[config.mk]
export PLATFORM = sky130hd
export DESIGN_NAME = usb_tx_nrzi_encoder
export DESIGN_NICKNAME = d
export VERILOG_FILES = /design/src/rtl/usb_tx_nrzi_encoder.sv
export SDC_FILE = /design/constraint.sdc
export NUM_CORES = 1
export LEC_CHECK = 0
export ABC_AREA = 1
export CORE_MARGIN = 4
export CORE_UTILIZATION = 50
export CTS_CLUSTER_DIAMETER = 150
export CTS_CLUSTER_SIZE = 30
export DETAILED_ROUTE_END_ITERATION = 8
export MAX_ROUTING_LAYER = met4
export PLACE_DENSITY_LB_ADDON = 0.15
export SYNTH_ARGS = -nofsm -noshare
export SYNTH_HDL_FRONTEND = slang
export SYNTH_SLANG_ARGS = --single-unit
[constraint.sdc]
create_clock -name clk -period 1.5 [get_ports clk]
set_input_delay 0.3 -clock clk [delete_from_list [all_inputs] [get_ports clk]]
set_output_delay 0.3 -clock clk [all_outputs]
set_load 0.005 [all_outputs]
[src/rtl/usb_tx_nrzi_encoder.sv]
// USB transmit line encoder: frames words with SYNC and EOP, bit-stuffs and NRZI-encodes them
// onto d_plus/d_minus at CLKS_PER_BIT clocks per line bit.
module usb_tx_nrzi_encoder #(
   parameter int unsigned DATA_W       = 8,
   parameter int unsigned CLKS_PER_BIT = 8,
   parameter int unsigned STUFF_LEN    = 6,
   parameter int unsigned EOP_SE0_BITS = 2,
   parameter bit          LOW_SPEED    = 1'b0
) (
   input  logic              clk,
   input  logic              n_rst,
   input  logic [DATA_W-1:0] tx_data,
   input  logic              tx_last,
   input  logic              tx_valid,
   output logic              tx_ready,
   output logic              d_plus,
   output logic              d_minus,
   output logic              busy,
   output logic              eop,
   output logic              underrun
);

   localparam int unsigned CNT_W  = (CLKS_PER_BIT > 1) ? $clog2(CLKS_PER_BIT) : 1;
   localparam int unsigned IDX_W  = ($clog2(DATA_W) > 3) ? $clog2(DATA_W) : 3;
   localparam int unsigned ONES_W = $clog2(STUFF_LEN + 1);
   localparam int unsigned SE0_W  = (EOP_SE0_BITS > 1) ? $clog2(EOP_SE0_BITS) : 1;

   localparam logic [CNT_W-1:0]  CNT_MAX   = CNT_W'(CLKS_PER_BIT - 1);
   localparam logic [IDX_W-1:0]  IDX_LAST  = IDX_W'(DATA_W - 1);
   localparam logic [IDX_W-1:0]  SYNC_PEN  = IDX_W'(6);
   localparam logic [IDX_W-1:0]  SYNC_LAST = IDX_W'(7);
   localparam logic [ONES_W-1:0] ONES_MAX  = ONES_W'(STUFF_LEN);
   localparam logic [SE0_W-1:0]  SE0_LAST  = SE0_W'(EOP_SE0_BITS - 1);
   localparam logic              J_DP      = ~LOW_SPEED;

   localparam logic [2:0] IDLE    = 3'd0;
   localparam logic [2:0] SYNC    = 3'd1;
   localparam logic [2:0] DATA    = 3'd2;
   localparam logic [2:0] STUFF   = 3'd3;
   localparam logic [2:0] EOP_SE0 = 3'd4;
   localparam logic [2:0] EOP_J   = 3'd5;

   logic [2:0]        state_q, state_d;
   logic [CNT_W-1:0]  cnt_q, cnt_d;
   logic [IDX_W-1:0]  idx_q, idx_d;
   logic [ONES_W-1:0] ones_q, ones_d;
   logic [SE0_W-1:0]  se0_q, se0_d;
   logic              level_q, level_d;   // 1 = J
   logic [DATA_W-1:0] hold_data_q, hold_data_d;
   logic              hold_last_q, hold_last_d;
   logic              hold_full_q, hold_full_d;
   logic [DATA_W-1:0] shift_q, shift_d;
   logic              shift_last_q, shift_last_d;
   logic              dp_q, dp_d;
   logic              dm_q, dm_d;
   logic              busy_q, busy_d;
   logic              eop_q, eop_d;
   logic              underrun_q, underrun_d;

   logic              bit_tick;
   logic              accept;
   logic              take;
   logic              send;
   logic              send_bit;
   logic              stuff;
   logic              advance;
   logic              go_se0;
   logic              go_j;
   logic [DATA_W-1:0] shift_nxt;

   assign bit_tick = (state_q != IDLE) && (cnt_q == CNT_MAX);
   assign accept   = tx_valid && !hold_full_q;
   assign tx_ready = !hold_full_q;

   assign d_plus   = dp_q;
   assign d_minus  = dm_q;
   assign busy     = busy_q;
   assign eop      = eop_q;
   assign underrun = underrun_q;

   always_comb begin
      state_d      = state_q;
      cnt_d        = cnt_q;
      idx_d        = idx_q;
      ones_d       = ones_q;
      se0_d        = se0_q;
      level_d      = level_q;
      hold_data_d  = hold_data_q;
      hold_last_d  = hold_last_q;
      hold_full_d  = hold_full_q;
      shift_d      = shift_q;
      shift_last_d = shift_last_q;
      dp_d         = dp_q;
      dm_d         = dm_q;
      busy_d       = busy_q;
      eop_d        = eop_q;
      underrun_d   = 1'b0;
      take         = 1'b0;
      send         = 1'b0;
      send_bit     = 1'b0;
      stuff        = 1'b0;
      advance      = 1'b0;
      go_se0       = 1'b0;
      go_j         = 1'b0;
      shift_nxt    = shift_q >> 1;

      if (state_q != IDLE) begin
         cnt_d = bit_tick ? '0 : cnt_q + CNT_W'(1);
      end

      case (state_q)
         IDLE: begin
            // First SYNC bit goes out on the edge after the word lands in the holding register.
            if (hold_full_q) begin
               state_d  = SYNC;
               take     = 1'b1;
               cnt_d    = '0;
               idx_d    = '0;
               ones_d   = '0;
               busy_d   = 1'b1;
               send     = 1'b1;
               send_bit = 1'b0;
            end
         end
         SYNC: begin
            if (bit_tick) begin
               send = 1'b1;
               if (idx_q == SYNC_LAST) begin
                  state_d  = DATA;
                  idx_d    = '0;
                  send_bit = shift_q[0];
               end else begin
                  idx_d    = idx_q + IDX_W'(1);
                  send_bit = (idx_q == SYNC_PEN);
               end
            end
         end
         DATA: begin
            if (bit_tick) begin
               if (ones_q == ONES_MAX) begin
                  state_d = STUFF;
                  stuff   = 1'b1;
               end else begin
                  advance = 1'b1;
               end
            end
         end
         STUFF: begin
            if (bit_tick) begin
               advance = 1'b1;
            end
         end
         EOP_SE0: begin
            if (bit_tick) begin
               if (se0_q == SE0_LAST) begin
                  state_d = EOP_J;
                  go_j    = 1'b1;
               end else begin
                  se0_d = se0_q + SE0_W'(1);
               end
            end
         end
         EOP_J: begin
            if (bit_tick) begin
               state_d = IDLE;
               cnt_d   = '0;
               busy_d  = 1'b0;
               eop_d   = 1'b0;
               level_d = 1'b1;
               ones_d  = '0;
            end
         end
         default: state_d = IDLE;
      endcase

      // Next data bit, or word boundary handling once the current word is exhausted.
      if (advance) begin
         if (idx_q != IDX_LAST) begin
            state_d  = DATA;
            idx_d    = idx_q + IDX_W'(1);
            shift_d  = shift_nxt;
            send     = 1'b1;
            send_bit = shift_nxt[0];
         end else if (shift_last_q) begin
            go_se0 = 1'b1;
         end else if (hold_full_q) begin
            state_d  = DATA;
            take     = 1'b1;
            idx_d    = '0;
            send     = 1'b1;
            send_bit = hold_data_q[0];
         end else begin
            go_se0     = 1'b1;
            underrun_d = 1'b1;
         end
      end

      if (stuff) begin
         level_d = ~level_q;
         ones_d  = '0;
      end

      if (send) begin
         if (send_bit) begin
            if (ones_q != ONES_MAX) begin
               ones_d = ones_q + ONES_W'(1);
            end
         end else begin
            level_d = ~level_q;
            ones_d  = '0;
         end
      end

      if (go_j) begin
         level_d = 1'b1;
      end

      if (send || stuff || go_j) begin
         dp_d = level_d ? J_DP : ~J_DP;
         dm_d = ~dp_d;
      end

      if (go_se0) begin
         state_d = EOP_SE0;
         se0_d   = '0;
         ones_d  = '0;
         dp_d    = 1'b0;
         dm_d    = 1'b0;
         eop_d   = 1'b1;
      end

      if (take) begin
         shift_d      = hold_data_q;
         shift_last_d = hold_last_q;
         hold_full_d  = 1'b0;
      end

      if (accept) begin
         hold_data_d = tx_data;
         hold_last_d = tx_last;
         hold_full_d = 1'b1;
      end
   end

   always_ff @(posedge clk or negedge n_rst) begin
      if (!n_rst) begin
         state_q      <= IDLE;
         cnt_q        <= '0;
         idx_q        <= '0;
         ones_q       <= '0;
         se0_q        <= '0;
         level_q      <= 1'b1;
         hold_data_q  <= '0;
         hold_last_q  <= 1'b0;
         hold_full_q  <= 1'b0;
         shift_q      <= '0;
         shift_last_q <= 1'b0;
         dp_q         <= J_DP;
         dm_q         <= ~J_DP;
         busy_q       <= 1'b0;
         eop_q        <= 1'b0;
         underrun_q   <= 1'b0;
      end else begin
         state_q      <= state_d;
         cnt_q        <= cnt_d;
         idx_q        <= idx_d;
         ones_q       <= ones_d;
         se0_q        <= se0_d;
         level_q      <= level_d;
         hold_data_q  <= hold_data_d;
         hold_last_q  <= hold_last_d;
         hold_full_q  <= hold_full_d;
         shift_q      <= shift_d;
         shift_last_q <= shift_last_d;
         dp_q         <= dp_d;
         dm_q         <= dm_d;
         busy_q       <= busy_d;
         eop_q        <= eop_d;
         underrun_q   <= underrun_d;
      end
   end

endmodule

==> key figures, run 1 <==
Worst setup path
  – Startpoint types: flip-flop
  – CP endpoint kind: flip-flop
  – Critical path data arrival time: between 1.5 and 2 ns
  – Setup CP Type: flip-flop to flip-flop
  – CP max FO: 5
  – Required time of the critical path: 1.73 ns

Cells and area
  – Most common cell after layout, fill and taps aside: buf_4
  – Utilization after layout: 80.39%
  – Antenna diodes: 0
  – Fraction of layout cells with a size suffix above 1: roughly half
  – # nets final: 322
  – Area occupied by registers: 954.7 um2
  – Final Instance Count excl. Fillers: 352
  – Most frequent cells in the layout: buf_4, nand2_1, dfrtp_1, inv_1, clkdlybuf4s50_1
  – Filler cell count: around 220
  – Layout overhead on the synthesized area: 51.15%
  – Area of the multi-input gates: 1081 um2

Power
  – Worst vdd ir: 0.8230 mV
  – Pleak: 1.526 nW
  – Total Power: roughly 2.1 mW
  – Power Dens Cells: about 690 nW/um2

STA
  – F_max: 0.5865 GHz
  – Slack of the critical path: -0.2052 ns
  – Clk_skew: 0.003221 ns
  – Unrepaired setup endpoints after global routing: true
  – Setup TNS Final: -3.057 ns
  – Final setup viols: 23
  – Relative slew margins: about 75%
  – Final worst-path cycle share: 113.7%
  – Tmin final: 1.705 ns
  – Hold Vio Cnt, Final: 0
  – Worst-margin pin slew: 0.3804 ns
  – Slew Limit Fails: 0

Global route
  – GR Overflow Total: 0
  – Global-route wire length before repair: 8645 um
  – GRT Total Usage: 22.49%
  – Initial antenna violation count: 0
  – Number of global-route vias before repair: 1890
  – Pin count of the biggest net entering global routing: 25

Place
  – Place WS: -0.1818 ns
  – # placed instances: 329
  – HPWL Detailed: 3688 um
  – Number of port buffers: 17
  – GP Congestion: 0.8653

Logic synthesis
  – Synth Area in XOR/XNOR: 0.4367%
  – Mapped Nets: 236
  – Mux cell area share after synthesis: between 3 and 4%
  – Largest family of logic cells by synthesized area: simple AND/OR/NAND/NOR gates
  – Synth Area in Compound Gates: roughly an eighth
  – Yosys warning count: 0
  – Yosys reg bits: 38
  – Simple-gate area share of the yosys netlist: 24.52%
  – Primary FF master, synth: dfrtp_1
  – Gate Count Post-Synth: 217
  – Cell area after synthesis: 2006 um2
  – Cell variety after synth: 35
  – Post-synthesis sequential area ratio: approximately 48%
  – Post-synthesis adder-cell area fraction: 4.367%
  – Syn avg cell area: 9.243 um2
  – Fraction of registers with async set/reset: 100.0%
  – Number of synthesized flops with an enable pin: 0

Floorplan
  – Die width: 71.34 um
  – Die Ht: between 70 and 80 um
  – # IOs: 18
  – Initial core utilization: 53.19%
  – Placement Rows: 22
  – Floorplan Core Area: 3771 um2
  – Die area: between 5000 and 6000 um2

Clocking
  – Clock-pin slew on the worst setup and hold paths: 0.08 ns
  – CTS Buf Count: 5
  – Worst-Skew Late Latency: 0.29 ns
  – CTS tree: yes
  – Max Buffers Root-to-Sink: 2
  – Sink Count: 38
  – H-tree depth: 2
  – Root Driver: clkbuf_8

Detailed routing
  – WL/cell: roughly 16 um
  – Vias/cell: 5.466
  – TritonRoute pass-1 iters: 5
  – Post-DRT Antenna Nets: 0
  – Post-Route WL: around 5700 um
  – DRC errors left: 0
  – Vias after detailed routing: 1924
  – Initial DRC count: 137

Outcome
  – Failing checks: negative setup slack
  – Status: finished with violations

Worst hold path
  – Worst Hold Class: input port to async pin

Job
  – Max-capacitance violation count: 0
==> through the flow <==
stage,cell area [um2],hold WS (ns)
6_report,3032,0.4474
5_1_grt,3032,0.4897
4_1_cts,2883,0.4623
3_5_place_dp,2679,0.2400
3_3_place_gp,2679,0.2459
2_1_floorplan,2081,0.004409
==> area by class of cell <==
class / instances / area share [%]
tap: 48 / 1.981
sequential: 38 / 31.49
timing repair buffer: 81 / 23.24
multi-input combinational: 144 / 35.66
clock inverter: 2 / 0.4127
inverter: 32 / 4.375
timing repair inverter: 1 / 0.1238
clock buffer: 6 / 2.724
==> kinds of logic after synthesis <==
family,count (synthesis)
AO/OA/AOI/OAI,35
XOR/XNOR,1
adder cells (fa/ha/maj),7
buffers and inverters,35
flip-flops,38
multiplexers,6
AND/OR/NAND/NOR,95
==> power breakdown <==
| group | total [mW] | switching [mW] | leakage (nW) | internal (mW) |
|---|---|---|---|---|
| sequential | 1.17 | 0.0563 | 0.460 | 1.11 |
| combinational | 0.182 | 0.0827 | 1.02 | 0.0997 |
| clock | 0.750 | 0.380 | 0.0472 | 0.370 |
==> timing repair <==
action | CTS | global route
hold buffers | 1 | 0
hold endpoints to repair | 12 | 0
gates resized for setup | 22 | 23
setup endpoints to repair | 24 | 29
pin swaps | 16 | 14
gates cloned | 1 | 0
setup buffers | 6 | 7
==> final timing paths <==
kind,startpoint,endpoint,slack (ns),cells past startpoint
max,idx_q[1],d_plus,-0.21,14
min,n_rst,cnt_q[2],0.45,2
max reg2reg,idx_q[1],d_plus,-0.21,14
min reg2reg,d_plus,d_plus,0.47,2
max in group asynchronous,n_rst,hold_full_q,0.59,3
min in group clk,d_plus,d_plus,0.47,2
==> registers in the layout (all words and copies together), names as in the netlist <==
| signal | count |
|---|---|
| busy | 1 |
| cnt_q | 3 |
| d_minus | 1 |
| d_plus | 1 |
| eop | 1 |
| hold_data_q | 8 |
| hold_full_q | 1 |
| hold_last_q | 1 |
| idx_q | 3 |
| level_q | 1 |
| ones_q | 3 |
| se0_q | 1 |
| shift_last_q | 1 |
| shift_q | 8 |
| state_q | 3 |
| underrun | 1 |
==> critical path, cell delays in order (launching register included) <==
cell and delay (ns):
dfrtp_1 0.39, ha_2 0.21, ha_4 0.18, inv_4 0.08, nand3_2 0.07, nand2_1 0.08, nand2_1 0.07, nand2_2 0.07
nand3_2 0.09, nand2_4 0.11, nand2_2 0.06, nand2_2 0.06, nand3_2 0.07, nand2_1 0.07, nand2_1 0.04
==> synthesized netlist by cell type, drive strengths merged, types with 4 or more instances <==
cell / number / area share (%)
nand2: 50 / 10
dfrtp: 36 / 45
inv: 32 / 6.0
nor2: 19 / 5.1
nand3: 17 / 6.1
o21ai: 11 / 2.7
a21oi: 7 / 1.7
ha: 7 / 4.4
o211ai: 7 / 4.1
mux2: 6 / 3.4
a31oi: 4 / 1.2
==> metal layers <==
| metal | wire length [um] | up-vias | track usage [%] |
|---|---|---|---|
| met5 | 0 | - | - |
| met4 | 126 | 0 | 6.263 |
| met3 | 219 | 15 | 5.750 |
| met2 | 2903 | 59 | 36.73 |
| met1 | 2418 | 956 | 27.68 |
| li1 | - | 894 | - |
Power figures use the tool's default switching activity.
==> run 2, diff against run 1 <==
--- a/config.mk
+++ b/config.mk
@@ -13,6 +13,7 @@
 export DETAILED_ROUTE_END_ITERATION = 8
 export MAX_ROUTING_LAYER = met4
 export PLACE_DENSITY_LB_ADDON = 0.15
+export SKIP_LAST_GASP = 1
 export SYNTH_ARGS = -nofsm -noshare
 export SYNTH_HDL_FRONTEND = slang
 export SYNTH_SLANG_ARGS = --single-unit
==> key figures, run 2 (synthesized netlist as in run 1, its figures left out) <==
Outcome
  – Status: finished with violations (unchanged)
  – Failing checks: negative setup slack (unchanged)

Worst setup path
  – Crit Reg-Reg Startpoint: cnt_q[1] (was idx_q[1])
  – CP max FO: 5 (unchanged)
  – Critical path data arrival time: 1.94 ns (about the same)
  – Kind of cell adding the most delay to the critical path: simple AND/OR/NAND/NOR gates (unchanged)
  – Critical path's slowest cell: dfrtp_1 (unchanged)
  – CP Buf/Inv Count: 1 (unchanged)
  – Worst stage delay on the critical path: 0.36 ns (was 0.39 ns)
  – Startpoint types: flip-flop (unchanged)
  – Required time of the critical path: 1.71 ns (was 1.73 ns)
  – Crit-path cells: ha_2, ha_4, nand2_2, nor2_4, inv_2, nand3_4, nand2_2, o21ai_1, nand2_1, a211oi_2 (was ha_2, ha_4, inv_4, nand3_2, nand2_1, nand2_1, nand2_2, nand3_2, nand2_4, nand2_2, nand2_2, nand3_2, nand2_1, nand2_1)
  – CP dominant cell by count: nand2_2 (was nand2_1)
  – CP endpoint kind: flip-flop (unchanged)
  – Critical path launch point: cnt_q[1] (was idx_q[1])
  – Setup CP Type: flip-flop to flip-flop (unchanged)

STA
  – Slack of the critical path: -0.2226 ns (was -0.2052 ns)
  – Final worst-path cycle share: 114.8% (was 113.7%)
  – Unrepaired setup endpoints after global routing: true (unchanged)
  – Worst-margin pin slew: 0.3826 ns (was 0.3804 ns)
  – Tmin final: 1.723 ns (was 1.705 ns)
  – Relative slew margins: 74.49% (was 74.64%)
  – Final setup viols: 23 (unchanged)
  – Clk_skew: 0.005342 ns (was 0.003221 ns)
  – Slew Limit Fails: 0 (unchanged)
  – Hold Vio Cnt, Final: 0 (unchanged)
  – F_max: 0.5805 GHz (was 0.5865 GHz)

Cells and area
  – # nets final: 322 (unchanged)
  – Area of the multi-input gates: 1070 um2 (was 1081 um2)
  – Area occupied by registers: 954.7 um2 (unchanged)
  – Layout overhead on the synthesized area: 50.22% (was 51.15%)
  – Fraction of layout cells with a size suffix above 1: 47.70% (was 48.36%)
  – Most common cell after layout, fill and taps aside: buf_4 (unchanged)
  – Final Instance Count excl. Fillers: 352 (unchanged)
  – Antenna diodes: 0 (unchanged)
  – Largest regs: hold_data_q (8), shift_q (8) (unchanged)
  – Most frequent cells in the layout: buf_4, nand2_1, dfrtp_1, inv_1, clkdlybuf4s50_1 (unchanged)
  – Filler cell count: 232 (was 224)

Global route
  – Pin count of the biggest net entering global routing: 25 (unchanged)
  – Initial antenna violation count: 0 (unchanged)
  – GRT Total Usage: 22.46% (was 22.49%)
  – GR Overflow Total: 0 (unchanged)
  – Global-route wire length before repair: 8638 um (was 8645 um)
  – Number of global-route vias before repair: 1893 (was 1890)

Worst hold path
  – Worst Hold Class: input port to async pin (unchanged)

Floorplan
  – # IOs: 18 (unchanged)
  – Placement Rows: 22 (unchanged)
  – Die area: 5089 um2 (unchanged)
  – Initial core utilization: 53.19% (unchanged)
  – Floorplan Core Area: 3771 um2 (unchanged)
  – Die width: 71.34 um (unchanged)
  – Die Ht: 71.34 um (unchanged)

Detailed routing
  – Vias after detailed routing: 1893 (was 1924)
  – Vias/cell: 5.378 (was 5.466)
  – Post-DRT Antenna Nets: 0 (unchanged)
  – Post-Route WL: 5571 um (was 5668 um)
  – Initial DRC count: 85 (was 137)
  – WL/cell: 15.83 um (was 16.10 um)
  – DRC errors left: 0 (unchanged)
  – TritonRoute pass-1 iters: 4 (was 5)

Place
  – HPWL Detailed: 3688 um (unchanged)
  – # placed instances: 329 (unchanged)
  – Number of port buffers: 17 (unchanged)
  – GP Congestion: 0.8653 (unchanged)
  – Place WS: -0.1818 ns (unchanged)

Power
  – Pleak: 1.522 nW (was 1.526 nW)
  – Power Dens Cells: 697.2 nW/um2 (was 693.0 nW/um2)
  – Worst vdd ir: 0.8208 mV (was 0.8230 mV)

Job
  – Max-capacitance violation count: 0 (unchanged)

Clocking
  – Worst-Skew Late Latency: 0.30 ns (was 0.29 ns)
  – H-tree depth: 2 (unchanged)
  – Clock-pin slew on the worst setup and hold paths: 0.08 ns (about the same)
  – CTS tree: yes (unchanged)
  – Max Buffers Root-to-Sink: 2 (unchanged)
  – Sink Count: 38 (unchanged)
  – CTS Buf Count: 5 (unchanged)
  – Root Driver: clkbuf_8 (unchanged)
[run 2: cell counts in the layout (fill, tap and decap cells not counted)]
No cell type changed its count.
[run 2: metrics by stage]
stage | utilization [%] | hold WS [ns] | total power [mW] | TNS [ns] | instance area, um2
6_report | 79.89 | 0.4443 | 2.101 | -3.174 | 3013
5_1_grt | 79.89 | 0.4867 | 2.187 | -5.123 | 3013
4_1_cts | 76.44 | 0.4623 | 2.109 | -2.099 | 2883
3_5_place_dp | 71.04 | 0.2400 | 1.363 | -2.050 | 2679
3_3_place_gp | 71.04 | 0.2459 | 1.351 | -1.216 | 2679
2_1_floorplan | - | 0.004409 | 1.261 | -0.4187 | 2081
[run 2: path summary, 6_finish.rpt]
kind | to | slack (ns) | depth (start not counted)
worst min-delay path | cnt_q[2] | 0.44 | 2
max in group asynchronous | hold_full_q | 0.60 | 3
worst max register to register | ones_q[1] | -0.22 | 10
worst min register to register | d_plus | 0.47 | 2
min in group clk | d_plus | 0.47 | 2
worst max-delay path | ones_q[1] | -0.22 | 10
[run 2: report_power, final]
part | switching [mW] | leakage (nW) | internal (mW) | total, mW
Clock | 0.381 | 0.0472 | 0.369 | 0.750
Sequential | 0.0559 | 0.460 | 1.11 | 1.17
Combinational | 0.0819 | 1.01 | 0.0998 | 0.182
Total | 0.519 | 1.52 | 1.58 | 2.10
[run 2: what timing repair did]
| item | 4_1_cts | 5_1_grt |
|---|---|---|
| endpoints found under the hold margin | 12 | 0 |
| hold buffers | 1 | 0 |
| buffers inserted | 6 | 7 |
| pin swaps | 16 | 9 |
| cloned | 1 | 0 |
| resized for setup | 22 | 18 |
| setup endpoints to repair | 24 | 29 |
[run 2: per-layer routing]
layer	vias to the layer above	part of all wire (%)	GRT usage, %
met3	13	3.1	5.750
met4	0	1.9	6.263
met1	948	42	27.59
met5	-	0	-
met2	38	53	36.73
li1	894	-	-
[run 2: area by class of cell]
| class | count | share of cell area [%] |
|---|---|---|
| Tap cell | 48 | 1.993 |
| Clock buffer | 6 | 2.741 |
| Multi-Input combinational cell | 144 | 35.51 |
| Timing Repair inverter | 1 | 0.1246 |
| Timing Repair Buffer | 81 | 23.13 |
| Inverter | 32 | 4.402 |
| Clock inverter | 2 | 0.4153 |
| Sequential cell | 38 | 31.69 |
